**config.mk**
```make
export PLATFORM = sky130hd
export DESIGN_NAME = seven_seg_scanner_flat
export DESIGN_NICKNAME = d
export VERILOG_FILES = /design/src/rtl/seven_seg_scanner_if.sv /design/src/rtl/seven_seg_scanner.sv /design/src/flat_wrapper.sv
export SDC_FILE = /design/constraint.sdc
export NUM_CORES = 1
export LEC_CHECK = 0
export BUFFER_PORTS_ARGS = -buffer_cell sky130_fd_sc_hd__buf_4
export CORE_MARGIN = 4
export CORE_UTILIZATION = 45
export DETAILED_ROUTE_END_ITERATION = 16
export GPL_ROUTABILITY_DRIVEN = 0
export SYNTH_ARGS = -nofsm -noshare
export SYNTH_HDL_FRONTEND = slang
export SYNTH_SLANG_ARGS = --single-unit
```
**constraint.sdc**
```tcl
create_clock -name sys_clk -period 3.8 [get_ports sys_clk]
set_input_delay 0.57 -clock sys_clk [delete_from_list [all_inputs] [get_ports sys_clk]]
set_output_delay 0.57 -clock sys_clk [all_outputs]
set_load 0.02 [all_outputs]
```
**src/rtl/seven_seg_scanner_if.sv**
```systemverilog
`default_nettype none
// ============================================================================
//  Module      : seven_seg_scanner_if
//  Description : Bundle between the display-data producer and the 7-segment
//                scanner. The producer loads digit data with a 1-cycle strobe;
//                the scanner drives the multiplexed common-anode display.
//  Ports (signals):
//    load        producer -> scanner  capture strobe for data/blank/dp
//    data_in     producer -> scanner  4 bits per digit, digit 0 = LS nibble
//    blank_in    producer -> scanner  1 = digit dark for its whole slot
//    dp_in       producer -> scanner  1 = decimal point lit on that digit
//    an          scanner  -> display  anode enables, active low
//    seg         scanner  -> display  cathodes {g,f,e,d,c,b,a}, active low
//    dp          scanner  -> display  decimal-point cathode, active low
//    frame_start scanner  -> producer pulse on active-buffer update
//  Revision    : 1.0  initial release
// ============================================================================
interface seven_seg_scanner_if #(
    parameter int NUM_DIGITS = 4
);
    logic                      load;
    logic [4*NUM_DIGITS-1:0]   data_in;
    logic [NUM_DIGITS-1:0]     blank_in;
    logic [NUM_DIGITS-1:0]     dp_in;
    logic [NUM_DIGITS-1:0]     an;
    logic [6:0]                seg;
    logic                      dp;
    logic                      frame_start;

    modport master (
        output load, data_in, blank_in, dp_in,
        input  an, seg, dp, frame_start
    );

    modport slave (
        input  load, data_in, blank_in, dp_in,
        output an, seg, dp, frame_start
    );
endinterface
`default_nettype wire

```
**src/rtl/seven_seg_scanner.sv**
```systemverilog
`default_nettype none
// ============================================================================
//  Module      : seven_seg_scanner
//  Description : Multiplexed common-anode 7-segment driver. A slot counter
//                on sys_clk times each digit; the first BLANK_CYCLES of every
//                slot keep all anodes off to suppress ghosting. Digit data is
//                double buffered: loads land in a pending buffer which is
//                copied to the active buffer only when the last digit's slot
//                ends, so a frame never mixes old and new data.
//  Ports:
//    sys_clk     in   system clock, rising edge
//    rst         in   asynchronous active-high reset
//    bus         slave modport of seven_seg_scanner_if (load/data/blank/dp
//                in; an/seg/dp/frame_start out)
//  Revision    : 1.0  initial release
// ============================================================================
module seven_seg_scanner #(
    parameter int NUM_DIGITS   = 4,
    parameter int REFRESH_DIV  = 100000,
    parameter int BLANK_CYCLES = 2000
) (
    input  wire logic           sys_clk,
    input  wire logic           rst,
    seven_seg_scanner_if.slave  bus
);

    localparam int c_CNT_W = $clog2(REFRESH_DIV);
    localparam int c_IDX_W = (NUM_DIGITS > 1) ? $clog2(NUM_DIGITS) : 1;

    localparam logic [c_CNT_W-1:0]    c_CNT_LAST = c_CNT_W'(REFRESH_DIV - 1);
    localparam logic [c_CNT_W-1:0]    c_BLANK    = c_CNT_W'(BLANK_CYCLES);
    localparam logic [c_IDX_W-1:0]    c_IDX_LAST = c_IDX_W'(NUM_DIGITS - 1);
    localparam logic [NUM_DIGITS-1:0] c_AN_OFF   = '1;
    localparam logic [NUM_DIGITS-1:0] c_AN_ONE   = NUM_DIGITS'(1);
    localparam logic [6:0]            c_SEG_OFF  = 7'h7F;

    typedef enum logic [0:0] {
        ST_GAP = 1'b0,
        ST_ON  = 1'b1
    } state_t;

    // Segment pattern {g,f,e,d,c,b,a}, active low.
    function automatic logic [6:0] hex_to_seg(input logic [3:0] v);
        logic [6:0] s;
        case (v)
            4'h0: s = 7'b1000000;
            4'h1: s = 7'b1111001;
            4'h2: s = 7'b0100100;
            4'h3: s = 7'b0110000;
            4'h4: s = 7'b0011001;
            4'h5: s = 7'b0010010;
            4'h6: s = 7'b0000010;
            4'h7: s = 7'b1111000;
            4'h8: s = 7'b0000000;
            4'h9: s = 7'b0010000;
            4'hA: s = 7'b0001000;
            4'hB: s = 7'b0000011;
            4'hC: s = 7'b1000110;
            4'hD: s = 7'b0100001;
            4'hE: s = 7'b0000110;
            default: s = 7'b0001110;
        endcase
        return s;
    endfunction

    // Timing state
    state_t                  r_state;
    logic [c_CNT_W-1:0]      r_cnt;
    logic [c_IDX_W-1:0]      r_idx;

    // Double buffer
    logic [4*NUM_DIGITS-1:0] r_pend_data;
    logic [NUM_DIGITS-1:0]   r_pend_blank;
    logic [NUM_DIGITS-1:0]   r_pend_dp;
    logic [4*NUM_DIGITS-1:0] r_act_data;
    logic [NUM_DIGITS-1:0]   r_act_blank;
    logic [NUM_DIGITS-1:0]   r_act_dp;

    // Registered outputs
    logic [NUM_DIGITS-1:0]   r_an;
    logic [6:0]              r_seg;
    logic                    r_dp;
    logic                    r_frame_start;

    // Next-state / output decode
    state_t                  w_state_next;
    logic                    w_wrap;
    logic                    w_transfer;
    logic [c_CNT_W-1:0]      w_cnt_next;
    logic [c_IDX_W-1:0]      w_idx_next;
    logic [3:0]              w_nibble;
    logic                    w_blank_sel;
    logic                    w_dp_sel;
    logic [NUM_DIGITS-1:0]   w_an_next;
    logic [6:0]              w_seg_next;
    logic                    w_dp_next;
    logic                    w_fs_next;

    always_comb begin
        w_wrap       = (r_cnt == c_CNT_LAST);
        w_transfer   = w_wrap && (r_idx == c_IDX_LAST);
        w_cnt_next   = w_wrap ? '0 : r_cnt + 1'b1;
        w_idx_next   = r_idx;
        if (w_wrap) begin
            w_idx_next = (r_idx == c_IDX_LAST) ? '0 : r_idx + 1'b1;
        end

        // State follows the counter value it will hold next cycle, so the
        // GAP/ON boundary lines up exactly with cnt == BLANK_CYCLES.
        w_state_next = (w_cnt_next >= c_BLANK) ? ST_ON : ST_GAP;

        // Pre-computing the frame_start condition for the next cycle lets it
        // be a clean register bit asserted during the final cycle of the frame.
        w_fs_next    = (w_cnt_next == c_CNT_LAST) && (w_idx_next == c_IDX_LAST);

        w_nibble     = 4'h0;
        w_blank_sel  = 1'b1;
        w_dp_sel     = 1'b0;
        for (int i = 0; i < NUM_DIGITS; i++) begin
            if (r_idx == c_IDX_W'(i)) begin
                w_nibble    = r_act_data[4*i +: 4];
                w_blank_sel = r_act_blank[i];
                w_dp_sel    = r_act_dp[i];
            end
        end

        w_an_next  = c_AN_OFF;
        w_seg_next = c_SEG_OFF;
        w_dp_next  = 1'b1;
        if ((r_state == ST_ON) && !w_blank_sel) begin
            w_an_next  = ~(c_AN_ONE << r_idx);
            w_seg_next = hex_to_seg(w_nibble);
            w_dp_next  = ~w_dp_sel;
        end
    end

    always_ff @(posedge sys_clk or posedge rst) begin
        if (rst) begin
            r_state       <= ST_GAP;
            r_cnt         <= '0;
            r_idx         <= '0;
            r_an          <= c_AN_OFF;
            r_seg         <= c_SEG_OFF;
            r_dp          <= 1'b1;
            r_frame_start <= 1'b0;
        end else begin
            r_state       <= w_state_next;
            r_cnt         <= w_cnt_next;
            r_idx         <= w_idx_next;
            r_an          <= w_an_next;
            r_seg         <= w_seg_next;
            r_dp          <= w_dp_next;
            r_frame_start <= w_fs_next;
        end
    end

    // A load in the transfer cycle bypasses pending so the new frame
    // already carries it.
    always_ff @(posedge sys_clk or posedge rst) begin
        if (rst) begin
            r_pend_data  <= '0;
            r_pend_blank <= '1;
            r_pend_dp    <= '0;
            r_act_data   <= '0;
            r_act_blank  <= '1;
            r_act_dp     <= '0;
        end else begin
            if (bus.load) begin
                r_pend_data  <= bus.data_in;
                r_pend_blank <= bus.blank_in;
                r_pend_dp    <= bus.dp_in;
            end
            if (w_transfer) begin
                r_act_data  <= bus.load ? bus.data_in  : r_pend_data;
                r_act_blank <= bus.load ? bus.blank_in : r_pend_blank;
                r_act_dp    <= bus.load ? bus.dp_in    : r_pend_dp;
            end
        end
    end

    assign bus.an          = r_an;
    assign bus.seg         = r_seg;
    assign bus.dp          = r_dp;
    assign bus.frame_start = r_frame_start;

endmodule
`default_nettype wire
```
**src/flat_wrapper.sv**
```systemverilog
// flat-port wrapper written by rule: the top's interface ports become plain ports
module seven_seg_scanner_flat 
#(
    parameter int NUM_DIGITS   = 4,
    parameter int REFRESH_DIV  = 100000,
    parameter int BLANK_CYCLES = 2000
)
  (sys_clk, rst, bus_load, bus_data_in, bus_blank_in, bus_dp_in, bus_an, bus_seg, bus_dp, bus_frame_start);
  seven_seg_scanner_if #(.NUM_DIGITS(NUM_DIGITS)) bus_i ();
  input  wire logic sys_clk;
  input  wire logic rst;
  input wire logic [$bits(bus_i.load)-1:0] bus_load;
  input wire logic [$bits(bus_i.data_in)-1:0] bus_data_in;
  input wire logic [$bits(bus_i.blank_in)-1:0] bus_blank_in;
  input wire logic [$bits(bus_i.dp_in)-1:0] bus_dp_in;
  output wire logic [$bits(bus_i.an)-1:0] bus_an;
  output wire logic [$bits(bus_i.seg)-1:0] bus_seg;
  output wire logic [$bits(bus_i.dp)-1:0] bus_dp;
  output wire logic [$bits(bus_i.frame_start)-1:0] bus_frame_start;
  assign bus_i.load = bus_load;
  assign bus_i.data_in = bus_data_in;
  assign bus_i.blank_in = bus_blank_in;
  assign bus_i.dp_in = bus_dp_in;
  assign bus_an = bus_i.an;
  assign bus_seg = bus_i.seg;
  assign bus_dp = bus_i.dp;
  assign bus_frame_start = bus_i.frame_start;
  seven_seg_scanner #(.NUM_DIGITS(NUM_DIGITS), .REFRESH_DIV(REFRESH_DIV), .BLANK_CYCLES(BLANK_CYCLES)) u_core (.sys_clk(sys_clk), .rst(rst), .bus(bus_i));
endmodule
```
* Word-level counts from Yosys, hierarchy flattened *
Memory sizes are Yosys's and may differ from the RTL's.
Index checks and enable logic that the tools add are counted.

cells by class
  reduce and logical (&&, ||, !) cells = 5
  equality and inequality tests = 6
  bitwise operators = 2
  multiplexer cells = 22
  $lt $le $gt $ge = 1
  shift-type cells = 1
  add/subtract/negate cells = 2

operators with widths
  operator               number
  $eq 17x17->1 const B   2
  $mux 4                 7
  $add 17x1->17 const B  1
  $ge 17x11->1 const B   1
  $mux 17                1
  $mux 16                1
  $mux 1                 10
  $mux 7                 1
  $eq 2x2->1 const B     3
  $mux 2                 2
  $not 4->4              1
  $shl 1x2->4 const A    1
  $logic_and 1x1->1      3
  $add 2x1->2 const B    1
  $eq 2x1->1 const B     1
  $logic_not 2->1        1
  $logic_not 1->1        1
  $not 1->1              1

word-level totals
  register bits = 81
  output and inout bits = 13
  memories = 1
  memory bits (read-only) = 112

memories
  name             depth  bits a word  read ports  clocked after memory_dff  write ports  line                     RTL
  (no name shown)  16     7            1           0                         0            seven_seg_scanner.sv:45  case (v)

* Longest topological paths before layout *
  depth after elaboration = 8
  depth in mapped cells = 11

* Least setup slack after synthesis *
No wires, ideal clock.

  path kind = register to register
  from = reg u_core.r_idx[0]
  to = reg u_core.r_seg[0], in the netlist u_core.bus.seg[0]
  stages on the path, launching flop included = 12
  setup slack = 1.531 ns
  data arrival time = 2.188 ns
  required time = 3.719 ns
  path through = dfrtp_1 inv_1 ha_1 buf_2 a21oi_1 o21ai_0 a22oi_1 inv_1 ha_1 or3_1 o221ai_1 nand2_1

on the way
  cells in the longest elaborated chain, start to end = 8
  elaborated cells on any way between the ends = 16
  those cells by class = 3 x eq/ne; 9 x mux; 3 x reduce/logical; 1 x memory

RTL lines
  what                                                  line                      RTL
  start, declared                                       seven_seg_scanner.sv:69   logic [c_IDX_W-1:0] r_idx;
  start signal, assigned                                seven_seg_scanner.sv:149  r_idx <= w_idx_next;
  branches (longest 7 deep; another with $mem_v2 16x7)  n/a
  $mux 7 *                                              seven_seg_scanner.sv:130  if ((r_state == ST_ON) && !w_blank_sel) begin
  net u_core.w_seg_next[0]                              seven_seg_scanner.sv:95   logic [6:0] w_seg_next;
  end signal, assigned                                  seven_seg_scanner.sv:143  r_seg <= c_SEG_OFF;
  end signal, assigned                                  seven_seg_scanner.sv:151  r_seg <= w_seg_next;
  end, declared                                         seven_seg_scanner.sv:81   logic [6:0] r_seg;

Mark *: on every way through the listed nets, which the timed path passes.
A chain may end at the register's enable or synchronous reset.

* Worst setup path after layout *
Same ends and word-level chain as after synthesis.

==> flow_summary.toml <==
[outcome]
outcome = "complete, no violations"

[clock_network]
cts_resized = 0
cts_tree = "built"
clkSlewWorstSetupHoldPaths_ps = 90
htree_levels = 3
postCtsSetupBuffers = 0
cts_buffer_depth = 2
clock-sinks = 81
cts_buffers = 9
cts_hold_buffers = 0
clk_latency_ps = 350
root_buffer = "clkbuf_8"

[critical_path]
critPathArrivalTime_ps = 3070
cp-startpoint = "u_core.r_idx[0]"
worstReg2RegStart = "u_core.r_idx[0]"
cp_max_fo = 13
crit_required_ps = 4060
cp-start-kind = "flop"
setup.worst_path.end_class = "flop"
path_class = "flop to flop"

[timing]
rsz0062_at_grt = "no"
setup_violations = 0
worst_pin_slew_ps = 1050
fin_skew_ps = 7.69
fmax_mhz = 356
slew_violations = 0
post-route-period-util = 0.739
relSlewSlack = 0.298
finalHoldViolCount = 0
setup_tns_ps = 0
fin_crit_ps = 2810

[die]
initial_core_util = 0.459
die_x_um = 99.3
ios = 40
fp.coreArea_um2 = 8180
die_y_um = 99.3
rows = 33
dieArea_um2 = 9850

[final_layout]
syn_to_final_growth_pct = 15.5
final_cells = 462
antenna_cells = 0
drive_above_1_share = 0.317
num-nets-final = 390

[yosys]
synth-seq-area-share = 0.547
yosysTopAreaCell = "dfrtp_1"
syn_area_um2 = 3750
yosysWarnings = 0
synth_cell_types = 43
synth_top_area_share = 0.407
ys_ff_latch = 81
yosys-top-cells-area = "dfrtp_1, dfstp_2, mux2_2"
synth-main-ff-cell = "dfrtp_1"
synth_cells = 314
syn-num-nets = 352
async_flop_share = 1.00
avgSynthCellArea_um2 = 11.9
synth-edff-count = 0

[global_route]
grt_pass1_vias = 2505
grt_max_degree = 57
antenna_found_initial = 0
grt_first_pass_wirelength_mm = 12.3
gr-usage-met3 = 0.0288
grtUsageMet2 = 0.244
grt_usage = 0.158
grt-ovfl-total = 0
use_met1 = 0.217
busiest_layer = "met2"

[detailed_routing]
postRouteWirelength_mm = 7.22
drtIter0Drc = 127
wl_per_cell_um = 15.6
dr.pass1.iters = 4
final_antenna_net_count = 0
drcViolationCount = 0
routed_via_density = 5.28
route.vias.total = 2440

[job]
cap_viol_max_count = 0

[min_path]
worstHoldPathType = "input pin to asynchronous set/reset pin"

[pwr]
peakVddDrop_uv = 186
p_per_area_nw_per_um2 = 387
p_leak_nw = 1.88

[place]
placedCellCount = 446
port_buffers = 39
dp_hpwl_mm = 5.00
cell usage after synthesis (3+ instances only):
library cell,n
dfrtp_1,61
nand2_1,31
mux2_2,28
dfstp_2,20
mux2_1,20
nor2_1,19
a21oi_1,12
inv_1,12
ha_1,11
o21ai_0,11
buf_2,10
xnor2_1,10
xor2_1,7
nand4_1,6
nand3_1,5
nor4_1,5
clkbuf_1,4
a21o_1,3
a22oi_1,3
nand3b_1,3
nor2b_1,3
nor3_1,3
per-layer routing:
| layer | up-vias | wire length, um |
|---|---|---|
| met2 | 51 | 3340 |
| met1 | 1195 | 3420 |
| met4 | 0 | 176 |
| li1 | 1180 | - |
| met5 | - | 0 |
| met3 | 14 | 284 |
worst max-delay path, cell delays in order (launching register included):
cell      delay, ps
dfrtp_1         410
inv_1           110
ha_1            390
a21oi_1         170
o21ai_0         150
a22oi_1         510
inv_1           200
ha_1            250
or3_1           360
o221ai_1         80
nand2_1          90
flip-flops by register name, summed over array words and instances, names as in the netlist:
register                flops
u_core.bus.an               4
u_core.bus.dp               1
u_core.bus.frame_start      1
u_core.bus.seg              7
u_core.r_act_blank          4
u_core.r_act_data          16
u_core.r_act_dp             4
u_core.r_cnt               17
u_core.r_idx                2
u_core.r_pend_blank         4
u_core.r_pend_data         16
u_core.r_pend_dp            4
u_core.r_state              1
power breakdown:
part	total [mW]	switching, mW	internal (mW)
Combinational	0.115	0.0578	0.0573
Clock	0.641	0.319	0.322
Sequential	0.917	0.0125	0.905
Total	1.67	0.389	1.28
area by class of cell:
type / count / area, um^2
fillers: 747 / 3850
flip-flops and latches: 81 / 2050
multi-input cells: 207 / 1590
repair buffers: 41 / 308
clock buffers: 10 / 138
well taps: 105 / 131
clock inverters: 6 / 67.6
inverters: 12 / 46.3
path summary, 6_finish.rpt:
check	to	slack, ps	cells after the start
min in group sys_clk	u_core.r_pend_data[13]	470	2
worst min register to register	u_core.r_pend_dp[0]	500	1
worst max-delay path	u_core.bus.seg[0]	990	10
worst max register to register	u_core.bus.seg[0]	990	10
max in group asynchronous	u_core.r_act_blank[3]	2480	3
worst min-delay path	u_core.r_cnt[14]	400	2
layout by cell type, fill, tap and decap left out, drive strengths merged, types with 3 or more instances in the layout:
master,count
a22oi,3
inv,11
dfrtp,61
nor4,6
dfstp,20
xor2,7
buf,41
nand3,6
nor2b,3
xnor2,10
clkbuf,10
nand3b,3
nand4,8
o21ai,11
nand2,31
clkinv,4
a21oi,12
mux2,48
nor2,19
ha,11
a21o,3
nor3,4
or3,3
cell families after synthesis:
family	synth area share
buffers and inverters	0.0294
and+or+nand+nor	0.130
AOI/OAI and AO/OA	0.0704
xor gates and xnor gates	0.0397
DFF	0.547
adders and majority gates	0.0367
muxes	0.147
metrics by stage:
step | power (mW) | worst slack (ps) | hold slack [ps] | cell area [um^2] | utilization
finish | 1.67 | 993 | 399 | 4330 | 0.530
global route | 1.75 | 778 | 448 | 4330 | 0.530
CTS | 1.70 | 1020 | 426 | 4330 | 0.530
detailed placement | 1.05 | 1070 | 481 | 4120 | 0.504
global placement | 1.05 | 1090 | 475 | 4120 | 0.504
floorplan | 1.01 | 1180 | 464 | 3750 | -
(Power assumes the default switching activity.)
